### config.mk
export PLATFORM = sky130hd
export DESIGN_NAME = neuron_mac_q88_flat
export DESIGN_NICKNAME = d
export VERILOG_FILES = /design/src/rtl/neuron_mac_q88_if.sv /design/src/rtl/neuron_mac_q88.sv /design/src/flat_wrapper.sv
export SDC_FILE = /design/constraint.sdc
export NUM_CORES = 1
export LEC_CHECK = 0
export CAP_MARGIN = 15
export CORE_ASPECT_RATIO = 1.2
export CORE_MARGIN = 2
export CORE_UTILIZATION = 56
export CTS_CLUSTER_SIZE = 28
export DETAILED_ROUTE_END_ITERATION = 10
export MAX_ROUTING_LAYER = met4
export PLACE_DENSITY_LB_ADDON = 0.2
export SLEW_MARGIN = 15
export SYNTH_ARGS = -nofsm -noshare
export SYNTH_HDL_FRONTEND = slang
export SYNTH_SLANG_ARGS = --single-unit
### constraint.sdc
create_clock -name clk -period 10.75 [get_ports clk]
set_input_delay 1.6125 -clock clk [delete_from_list [all_inputs] [get_ports clk]]
set_output_delay 1.6125 -clock clk [all_outputs]
set_load 0.02 [all_outputs]
### src/rtl/neuron_mac_q88_if.sv
// Beat-in / result-out bundle for the Q8.8 MAC neuron.
// The result side feeds the sigmoid stage directly and has no back-pressure.
interface neuron_mac_q88_if;
    logic        valid_in;
    logic [15:0] x_in;
    logic [15:0] w_in;
    logic [15:0] bias_in;
    logic        in_ready;
    logic        valid_out;
    logic [15:0] y_out;
    logic        sat_out;

    modport master (
        output valid_in, x_in, w_in, bias_in,
        input  in_ready, valid_out, y_out, sat_out
    );

    modport slave (
        input  valid_in, x_in, w_in, bias_in,
        output in_ready, valid_out, y_out, sat_out
    );
endinterface

### src/rtl/neuron_mac_q88.sv
// Serial Q8.8 multiply-accumulate neuron: z = sum(x_i*w_i) + b over N_INPUTS beats.
// The sum is kept exact (Q24.16) and rounded/saturated to Q8.8 once per vector.
//
//   state   | meaning
//   --------+------------------------------------------------------------
//   S_IDLE  | waiting for the first beat; it loads p, bias and clears acc
//   S_ACC   | folding the previous product into acc, taking further beats
//   S_DRAIN | folding the final product into acc; beats refused
//   S_OUT   | round, saturate, register y_out/sat_out and pulse valid_out
module neuron_mac_q88 #(
    parameter int N_INPUTS = 16,
    parameter int ACC_W    = 40
) (
    input  logic             clk,
    input  logic             rst,
    neuron_mac_q88_if.slave  bus
);

    typedef enum logic [1:0] {S_IDLE, S_ACC, S_DRAIN, S_OUT} state_t;

    localparam int CNT_W = $clog2(N_INPUTS + 1);
    localparam logic [CNT_W-1:0]    N_LAST = CNT_W'(N_INPUTS);
    localparam logic signed [ACC_W:0] Q_MAX = (ACC_W+1)'(32767);
    localparam logic signed [ACC_W:0] Q_MIN = (ACC_W+1)'(-32768);
    localparam logic signed [ACC_W:0] RND   = (ACC_W+1)'(128);

    state_t                    state_q, state_d;
    logic signed [ACC_W-1:0]   acc_q, acc_d;
    logic signed [31:0]        p_q, p_d;
    logic                      p_valid_q, p_valid_d;
    logic [15:0]               bias_q, bias_d;
    logic [CNT_W-1:0]          cnt_q, cnt_d;
    logic                      in_ready_q, in_ready_d;
    logic                      valid_out_q, valid_out_d;
    logic [15:0]               y_q, y_d;
    logic                      sat_q, sat_d;

    logic                      accept;
    logic signed [31:0]        x_ext, w_ext, prod;
    logic signed [ACC_W-1:0]   p_ext;
    logic signed [ACC_W:0]     s, q;

    assign accept = bus.valid_in && in_ready_q;
    assign x_ext  = {{16{bus.x_in[15]}}, bus.x_in};
    assign w_ext  = {{16{bus.w_in[15]}}, bus.w_in};
    assign prod   = x_ext * w_ext;
    assign p_ext  = {{(ACC_W-32){p_q[31]}}, p_q};

    // Bias moves from Q8.8 to the Q24.16 accumulator scale; +128 rounds half up.
    assign s = {acc_q[ACC_W-1], acc_q}
             + {{(ACC_W-23){bias_q[15]}}, bias_q, 8'd0}
             + RND;
    assign q = s >>> 8;

    always_comb begin
        state_d     = state_q;
        acc_d       = acc_q;
        p_d         = p_q;
        p_valid_d   = 1'b0;
        bias_d      = bias_q;
        cnt_d       = cnt_q;
        valid_out_d = 1'b0;
        y_d         = y_q;
        sat_d       = sat_q;

        case (state_q)
            S_IDLE: begin
                if (accept) begin
                    p_d       = prod;
                    p_valid_d = 1'b1;
                    acc_d     = '0;
                    bias_d    = bus.bias_in;
                    cnt_d     = CNT_W'(1);
                    state_d   = (N_INPUTS == 1) ? S_DRAIN : S_ACC;
                end
            end
            S_ACC: begin
                if (p_valid_q)
                    acc_d = acc_q + p_ext;
                if (accept) begin
                    p_d       = prod;
                    p_valid_d = 1'b1;
                    cnt_d     = cnt_q + CNT_W'(1);
                    if (cnt_q + CNT_W'(1) == N_LAST)
                        state_d = S_DRAIN;
                end
            end
            S_DRAIN: begin
                acc_d   = acc_q + p_ext;
                state_d = S_OUT;
            end
            S_OUT: begin
                if (q > Q_MAX) begin
                    y_d   = 16'h7fff;
                    sat_d = 1'b1;
                end else if (q < Q_MIN) begin
                    y_d   = 16'h8000;
                    sat_d = 1'b1;
                end else begin
                    y_d   = q[15:0];
                    sat_d = 1'b0;
                end
                valid_out_d = 1'b1;
                state_d     = S_IDLE;
            end
            default: state_d = S_IDLE;
        endcase

        in_ready_d = (state_d == S_IDLE) || (state_d == S_ACC);
    end

    always_ff @(posedge clk) begin
        if (rst) begin
            state_q     <= S_IDLE;
            acc_q       <= '0;
            p_q         <= '0;
            p_valid_q   <= 1'b0;
            bias_q      <= '0;
            cnt_q       <= '0;
            in_ready_q  <= 1'b1;
            valid_out_q <= 1'b0;
            y_q         <= '0;
            sat_q       <= 1'b0;
        end else begin
            state_q     <= state_d;
            acc_q       <= acc_d;
            p_q         <= p_d;
            p_valid_q   <= p_valid_d;
            bias_q      <= bias_d;
            cnt_q       <= cnt_d;
            in_ready_q  <= in_ready_d;
            valid_out_q <= valid_out_d;
            y_q         <= y_d;
            sat_q       <= sat_d;
        end
    end

    assign bus.in_ready  = in_ready_q;
    assign bus.valid_out = valid_out_q;
    assign bus.y_out     = y_q;
    assign bus.sat_out   = sat_q;

endmodule

### src/flat_wrapper.sv
// flat-port wrapper written by rule: the top's interface ports become plain ports
module neuron_mac_q88_flat 
#(
    parameter int N_INPUTS = 16,
    parameter int ACC_W    = 40
)
  (clk, rst, bus_valid_in, bus_x_in, bus_w_in, bus_bias_in, bus_in_ready, bus_valid_out, bus_y_out, bus_sat_out);
  neuron_mac_q88_if bus_i ();
  input  logic clk;
  input  logic rst;
  input wire logic [$bits(bus_i.valid_in)-1:0] bus_valid_in;
  input wire logic [$bits(bus_i.x_in)-1:0] bus_x_in;
  input wire logic [$bits(bus_i.w_in)-1:0] bus_w_in;
  input wire logic [$bits(bus_i.bias_in)-1:0] bus_bias_in;
  output wire logic [$bits(bus_i.in_ready)-1:0] bus_in_ready;
  output wire logic [$bits(bus_i.valid_out)-1:0] bus_valid_out;
  output wire logic [$bits(bus_i.y_out)-1:0] bus_y_out;
  output wire logic [$bits(bus_i.sat_out)-1:0] bus_sat_out;
  assign bus_i.valid_in = bus_valid_in;
  assign bus_i.x_in = bus_x_in;
  assign bus_i.w_in = bus_w_in;
  assign bus_i.bias_in = bus_bias_in;
  assign bus_in_ready = bus_i.in_ready;
  assign bus_valid_out = bus_i.valid_out;
  assign bus_y_out = bus_i.y_out;
  assign bus_sat_out = bus_i.sat_out;
  neuron_mac_q88 #(.N_INPUTS(N_INPUTS), .ACC_W(ACC_W)) u_core (.clk(clk), .rst(rst), .bus(bus_i));
endmodule
---- Word-level counts from Yosys, hierarchy flattened ----
Cells that the tools add are included.
word-level totals
  flip-flop bits (word level) ............. 115
  input port bits ......................... 51
  output and inout port bits .............. 19
cells by class
  multiplexer cells ....................... 16
  $mul .................................... 1
  order comparisons ....................... 2
  reduce and logical (&&, ||, !) cells .... 12
  add/subtract/negate cells ............... 4
  equal/unequal tests ..................... 8
  bitwise gates (word level) .............. 1
operator list
  cell                                                                               number
  40-bit case mux with 3 select lines                                                1
  40-bit 2-to-1 mux                                                                  2
  40-bit by 24-bit adder with 41-bit output                                          1
  41-bit by 8-bit adder with 41-bit output, second input constant                    1
  40-bit by 32-bit adder with 40-bit output                                          1
  33-bit by 16-bit greater-than comparator with 1-bit output, second input constant  1
  33-bit by 16-bit < comparator with 1-bit output, second input constant             1
  16-bit by 16-bit multiplier with 32-bit output                                     1
  16-bit 2-to-1 mux                                                                  2
  5-bit 2-to-1 mux                                                                   2
  5-bit case mux with 2 select lines                                                 1
  2-bit case mux with 4 select lines                                                 1
  2-bit 2-to-1 mux                                                                   3
  2-bit by 1-bit != test with 1-bit output, second input constant                    3
  3-bit AND reduction                                                                2
  5-bit by 1-bit adder with 5-bit output, second input constant                      1
  5-bit equality test, second input constant                                         1
  2-bit by 1-bit equality test with 1-bit output, second input constant              2
  2-bit equality test, second input constant                                         2
  2-bit logical NOT                                                                  2
  1-bit 2-to-1 mux                                                                   4
  2-bit AND reduction                                                                2
  2-bit OR reduction                                                                 2
  3-bit nonzero test                                                                 1
  other kinds (4)                                                                    4

---- Logic depth before layout (Yosys ltp) ----
Gate-level depths: netlist of the first run.
  depth in word-level cells ............... 7
  gate-level depth with buffers ........... 27
  mapped depth without buffers ............ 26

---- Worst setup path before layout of the first run ----
OpenSTA, ideal clock, no wires.
  path type ............................... input to register
  from .................................... in bus_x_in[6]
  to ...................................... reg u_core.p_q[31]
  slack ................................... 3.178 ns
  setup time .............................. 0.059 ns
  stages .................................. 23
  arrival ................................. 7.513 ns
  cell sequence ........................... clkbuf_1 and2_1 fa_1 inv_1 fa_1 fa_1 fa_1 inv_1 fa_1 inv_1 fa_1 inv_1 ha_1 inv_1 nor3_1 nand2_1 o41a_1 o31a_1 o311ai_0 a21oi_1 o21ba_2 a311oi_1 o31a_1
on the way
  longest elaborated chain between the ends .. 1
ends and longest elaborated chain
  what                                            line                   source
  start: declaration                              flat_wrapper.sv:12     input wire logic [$bits(bus_i.x_in)-1:0] bus_x_in;
  16-bit by 16-bit multiplier with 32-bit output  neuron_mac_q88.sv:46   assign prod = x_ext * w_ext;
  end signal: assignment                          neuron_mac_q88.sv:127  p_q <= p_d;
  end: declaration                                neuron_mac_q88.sv:29   logic signed [31:0] p_q, p_d;
Every way passes these cells.
A chain may end at the register's enable or synchronous reset.

---- Worst setup path after layout of the first run ----
  from .................................... in bus_x_in[5]
  to ...................................... reg u_core.p_q[31]
The elaborated chain is that of the path after synthesis.

==> results.md, run 1 <==
* Antenna Cells at 0
* WL/cell at 16.1 microns
* Final Max Tran Viols at 0
* Final period util at 77.9%
* Post-route ant nets at 0
* Crit. End Element: register
* Largest net degree at the start of global routing at 53
* Initial Util at 57.0%
* Fillers at 2789
* Maximum root-to-sink buffer count at 2
* Syn Nets at 2624
* Cell area after technology mapping at 0.0179 sq mm
* Final worst slack at 2.38 ns
* CP Launch Type: primary input
* Setup TNS at 0 ns
* Clk_lat worst skew at 0.43 ns
* Clk root buf: clkbuf_16
* Seq cells post-synth at 115
* P_leak at 9.43 nW
* Cell Rows at 71
* Layout Skew at 0.0112 ns
* Async SR Flop Fraction at 0%
* FF-to-FF setup slack at 6.43 ns
* Initial antenna violation count at 0
* Unrepaired setup endpoints after global routing: no
* Core area at 0.0314 sq mm
* Area Growth Syn to Fin at 8.78%
* Final global-route overflow total at 0
* Via count at 14.3k
* WL met3 at 1720 microns
* Routability Congestion at 0.902
* Die Area at 0.0335 sq mm
* CTS tree: done
* Vias per cell at 5.54
* Hold_buf cts at 0
* Vias in the first global route at 14.9k
* Die height at 200 microns
* Setup Crit Path Kind: primary input to register
* Num Clock Sinks at 115
* Max-slew headroom at 31.3%
* Average cell area after synthesis at 8.33 sq um
* Peak VDD IR at 274 uV
* Cell count after synthesis at 2151
* WHS Path Cells at 2
* Pre-Repair DR Iteration Count at 8
* I/O pin count at 70
* Met1 Routed Length at 18300 microns
* Library cells used by synthesis at 69
* Main synth FF type: dfxtp_1
* Post-CTS sizing at 0
* Crit path arrival time at 8.74 ns
* Clock transition at the registers of the reported paths at 0.06 ns
* Outcome: finished with violations
* WL final at 41700 microns
* Layout cells sized above 1 at 3.07%
* EDFF count, synth at 0
* Metal2 WL at 20700 microns
* Sequential fraction of the synthesis area at 12.8%
* Place WS at 1.94 ns
* # nets final at 2643
* Min-Delay Path Class: register to register
* Most common cell after layout, fill and taps aside: inv_1
* Failing checks: DRC
* DR DRC count at 9
* CTS buffer count at 17
* Cells on worst reg2reg path at 12
* Highest clock rate at 0.119 GHz
* I/O Buffers at 69
* Die W at 167 microns
* Req. time, crit path at 11.11 ns
* GRT Overall Usage at 26.7%
* HPWL Detailed at 33600 microns
* Setup-failing EPs final at 0
* PD cells at 351 mW/mm^2
* Commonest cells after routing, fill and taps aside: inv_1, nand2_1, fa_1
* Max Cap Viol at 0
* Minimum clock period at 8.37 ns
* Initial DRC Count at 824
* Top sig layer: met4
* H-Tree Depth at 4
* Post-CTS Setup Bufs at 0
* Worst-margin pin slew at 1.00 ns
* Final hold vios at 0
* Synth Warn # at 0
* First-pass GRT wire length at 70600 microns
* Crit-path max FO at 16
[cells by family (layout without fill, tap and decap cells)]
logic type | after synthesis | in the layout | synth area share, %
xor gates and xnor gates | 83 | 83 | 4.06
DFF | 115 | 115 | 12.8
AOI/OAI and AO/OA | 417 | 417 | 15.1
muxes | 9 | 9 | 0.510
buffers and inverters | 446 | 478 | 9.44
and+or+nand+nor | 659 | 659 | 17.5
adders and majority gates | 422 | 422 | 40.5
[flip-flops by register name, indices dropped and copies added, names as in the netlist]
register and flops:
u_core.bus.in_ready 1, u_core.bus.sat_out 1, u_core.bus.y_out 16, u_core.p_valid_q 1, u_core.p_q 32, u_core.cnt_q 5
u_core.bias_q 16, u_core.bus.valid_out 1, u_core.acc_q 40, u_core.state_q 2
[worst paths after layout]
kind                     startpoint                    to
setup reg to reg  u_core.bias_q[15]  u_core.bus.y_out[12]
setup / recovery        bus_x_in[5]        u_core.p_q[31]
hold reg to reg      u_core.p_q[23]        u_core.p_q[23]
hold / removal       u_core.p_q[23]        u_core.p_q[23]
[area by class of cell]
cell class	count	area, sq um	area share, %
sequential	115	2300	11.8
multi-input combinational	1590	13900	71.5
inverter	369	1390	7.11
clock buffer	18	439	2.25
timing repair buffer	77	748	3.84
clock inverter	14	188	0.963
tap	401	502	2.57
[worst max-delay path: stages]
cell             delay, ns
clkdlybuf4s50_1       0.73
and2_1                0.35
fa_1                  0.55
inv_1                 0.06
fa_1                  0.56
fa_1                  0.44
fa_1                  0.49
inv_1                 0.05
fa_1                  0.53
inv_1                 0.05
fa_1                  0.52
inv_1                 0.04
ha_1                  0.35
inv_1                 0.08
nor3_1                0.26
nand2_1               0.09
o41a_1                0.40
o31a_1                0.40
o311ai_0              0.40
a21oi_1               0.17
o21ba_2               0.23
a311oi_1              0.22
o31a_1                0.17
[power by group]
| group | total (mW) | switching (mW) | internal [mW] |
|---|---|---|---|
| Combinational | 5.71 | 3.14 | 2.58 |
| Sequential | 0.528 | 0.0378 | 0.490 |
| Clock | 0.607 | 0.228 | 0.378 |
| Total | 6.85 | 3.40 | 3.44 |
[synthesized netlist by cell type, types with 3 or more instances]
cell | count | share of area, %
o211ai_1 | 14 | 0.59
mux2i_1 | 8 | 0.45
dfxtp_1 | 115 | 13
a2111oi_0 | 3 | 0.15
or2_2 | 4 | 0.14
inv_1 | 369 | 7.7
fa_1 | 264 | 29
a21o_1 | 53 | 2.2
and4_1 | 4 | 0.20
nand3_1 | 31 | 0.87
o21ai_0 | 62 | 1.7
a211oi_1 | 20 | 0.84
or3_1 | 14 | 0.49
buf_1 | 4 | 0.084
nor2b_1 | 6 | 0.21
and2_1 | 127 | 4.4
o22ai_1 | 7 | 0.24
a311oi_1 | 5 | 0.24
a211o_1 | 5 | 0.24
a32oi_1 | 4 | 0.20
a211oi_2 | 9 | 0.63
a22oi_1 | 17 | 0.71
o31ai_1 | 4 | 0.17
nor3_1 | 30 | 0.84
nor2_1 | 106 | 2.2
nor3b_1 | 7 | 0.29
nand2b_1 | 10 | 0.35
nand4_1 | 10 | 0.35
ha_1 | 158 | 11
a21oi_1 | 145 | 4.0
a31oi_1 | 14 | 0.49
nand2_1 | 282 | 5.9
o311ai_0 | 4 | 0.20
clkbuf_1 | 69 | 1.4
o21bai_1 | 16 | 0.67
nand3b_1 | 3 | 0.13
and3_1 | 13 | 0.45
o21a_1 | 15 | 0.63
xnor2_1 | 56 | 2.7
xor2_1 | 27 | 1.3
[stage by stage]
step | util, % | cells | hold WS [ns] | power (mW) | instance area (sq um)
floorplan | - | 2151 | 0.436 | 5.26 | 17900
global placement | 60.0 | 2552 | 0.446 | 6.15 | 18900
detailed placement | 60.0 | 2552 | 0.452 | 6.29 | 18900
CTS | 62.0 | 2584 | 0.459 | 6.94 | 19500
global route | 62.0 | 2584 | 0.471 | 7.79 | 19500
finish | 62.0 | 2584 | 0.455 | 6.85 | 19500
[layer usage]
metal  track usage, %  vias to the layer above
met5                -                        -
met4             8.21                        0
met3             2.78                       66
met2             47.6                      335
met1             32.2                     6921
li1                 -                     7000
Note: power is estimated with default switching activity, not from simulation.
==> run 2: changes to the inputs <==
- clock period: 10.75 -> 8 ns (I/O delays scaled with it)
==> run 2 against run 1 <==
  * Wire length is 0.69% lower
  * Largest cell class unchanged
  * Register-to-register slack worse by 2.8 ns
  * Combinational power is 40% higher
  * The flow still finishes with violations (DRC)
  * Sequential power is 34% higher
  * Die area stayed put
  * Setup slack worse by 1.9 ns
  * Clock skew is 0.0038 ns lower
  * Sequential share of layout area is 0.19 points lower
  * Core utilization is 0.99 points higher
  * Power is 38% higher
  * Global-route usage is 0.16 points higher
==> results.md, run 2 (synthesized netlist as in run 1, its figures left out) <==
* Final Cell Area at 0.0198 sq mm
* H-Tree Depth at 4
* Via count at 14.3k
* Largest regs: u_core.acc_q x40, u_core.p_q x32
* Cell count after placement at 2597
* Final hold vios at 0
* Layout cells sized above 1 at 5.07%
* Failing checks: DRC
* Initial DRC Count at 681
* Final cell count without fillers at 2629
* Highest clock rate at 0.132 GHz
* Largest register FFs at 40
* I/O Buffers at 69
* Post-route ant nets at 0
* Outcome: finished with violations
* Max-slew headroom at 31.4%
* Crit. End Element: register
* Final Max Tran Viols at 0
* HPWL Detailed at 34900 microns
* P_leak at 9.63 nW
* Pre-Repair DR Iteration Count at 8
* Sequential Power Share at 7.5%
* Unrepaired setup endpoints after global routing: no
* Core area at 0.0314 sq mm
* Worst-margin pin slew at 1.00 ns
* GRT Overall Usage at 26.9%
* CTS buffer count at 17
* Initial Util at 57.0%
* Part of the power in combinational logic at 84.3%
* WL/cell at 15.7 microns
* Clk root buf: clkbuf_16
* Antenna Cells at 0
* Worst path top cell family by delay: adder cells
* Setup TNS at 0 ns
* Maximum root-to-sink buffer count at 2
* First-pass GRT wire length at 71100 microns
* Clk network pwr share at 8.2%
* Layout Skew at 0.00738 ns
* Setup Crit Path Kind: primary input to register
* # nets final at 2688
* DR DRC count at 9
* Pwr Total at 9.45 mW
* Die height at 200 microns
* Routability Congestion at 0.938
* Minimum clock period at 7.55 ns
* Die W at 167 microns
* Commonest cells after routing, fill and taps aside: inv_1, nand2_1, fa_1
* CP most frequent cell: fa_1
* Final period util at 94.4%
* Crit-path max FO at 8
* PD cells at 477 mW/mm^2
* Critical Path Max Stage Delay at 0.60 ns
* Vias per cell at 5.45
* Critical path's slowest cell: clkdlybuf4s50_1
* Min-Delay Path Class: register to register
* Max Cap Viol at 0
* Die Area at 0.0335 sq mm
* Cell Rows at 71
* Hold_ws at 0.458 ns
* CTS tree: done
* Crit path arrival time at 7.91 ns
* Post-CTS Setup Bufs at 0
* Num Clock Sinks at 115
* Internal power at 4.74 mW
* Final global-route overflow total at 0
* Area Growth Syn to Fin at 10.5%
* Sum of buffers and inverters on the critical path at 5
* Largest net degree at the start of global routing at 54
* Initial antenna violation count at 0
* CP Launch Type: primary input
* Vias in the first global route at 15.0k
* Peak VDD IR at 348 uV
* Sw Ratio at 49.9%
* Post-CTS sizing at 0
* Hold_buf cts at 0
* Psw at 4.71 mW
* Most flop-heavy register: u_core.acc_q
* Most common cell after layout, fill and taps aside: inv_1
* Crit-path cells: clkdlybuf4s50_1, and2_1, fa_1, inv_1, fa_1, inv_1, fa_1, fa_1, fa_1, inv_1, fa_1, inv_1, ha_1, nand2_1, nor3_1, nand2_1, o41a_1, o31a_1, o311ai_0, a21oi_1, o21ba_2, a311oi_1, o31a_1
* Clk_lat worst skew at 0.42 ns
* WL final at 41400 microns
* Placement Cell Area at 0.0192 sq mm
* Clock transition at the registers of the reported paths at 0.06 ns
* Setup-failing EPs final at 0
* I/O pin count at 70
* Req. time, crit path at 8.36 ns
run 2: cell count changes in the layout (fill, tap and decap cells not counted):
cell	before	now
clkinvlp_4	0	1
bufinv_16	3	2
a21oi_1	145	144
a21oi_2	0	1
clkbuf_8	1	0
clkinv_2	1	2
buf_4	9	54
run 2: power by group through the flow:
stage                     Sequential [mW]  Clock, mW  Combinational [mW]
after floorplan                     0.702          0                6.36
after global placement              0.718          0                7.83
after detailed placement            0.719          0                8.00
after CTS                           0.708      0.787                8.04
after global routing                0.716      0.812                9.21
final                               0.709      0.771                7.97
run 2: cell type report:
class,instances,area (sq um)
Tap cell,401,502
Fill cell,2783,11600
Inverter,369,1390
Multi-Input combinational cell,1590,13900
Sequential cell,115,2300
Clock buffer,17,425
Clock inverter,15,170
Timing Repair Buffer,122,1090
run 2: per-stage QoR:
| stage | setup WS, ns | utilization, % |
|---|---|---|
| 2_1_floorplan | 0.840 | - |
| 3_3_place_gp | 0.137 | 61.1 |
| 3_5_place_dp | 0.0336 | 61.1 |
| 4_1_cts | 0.470 | 63.0 |
| 5_1_grt | 0.156 | 63.0 |
| 6_report | 0.447 | 63.0 |
run 2: worst register-to-register path: cells and delay by family, from the launching register on:
kind                     cells  cell delay (ns)
AO/OA/AOI/OAI                8             2.24
flip-flops                   1             0.81
AND/OR/NAND/NOR              3             0.73
adder cells (fa/ha/maj)      1             0.47
run 2: path summary, 6_finish.rpt:
check                          from                    to  cells after the start  slack, ns
hold reg to reg       u_core.p_q[3]         u_core.p_q[3]                      2       0.46
setup reg to reg  u_core.bias_q[15]  u_core.bus.y_out[12]                     12       3.67
setup / recovery        bus_x_in[7]        u_core.p_q[31]                     23       0.45
hold / removal        u_core.p_q[3]         u_core.p_q[3]                      2       0.46
run 2: per-layer routing:
| metal | share of wire, % | GRT usage [%] | up-vias |
|---|---|---|---|
| met4 | 3.0 | 8.76 | 0 |
| met5 | 0 | - | - |
| met3 | 3.0 | 2.92 | 69 |
| li1 | - | - | 7095 |
| met1 | 44 | 32.1 | 6906 |
| met2 | 50 | 47.9 | 262 |
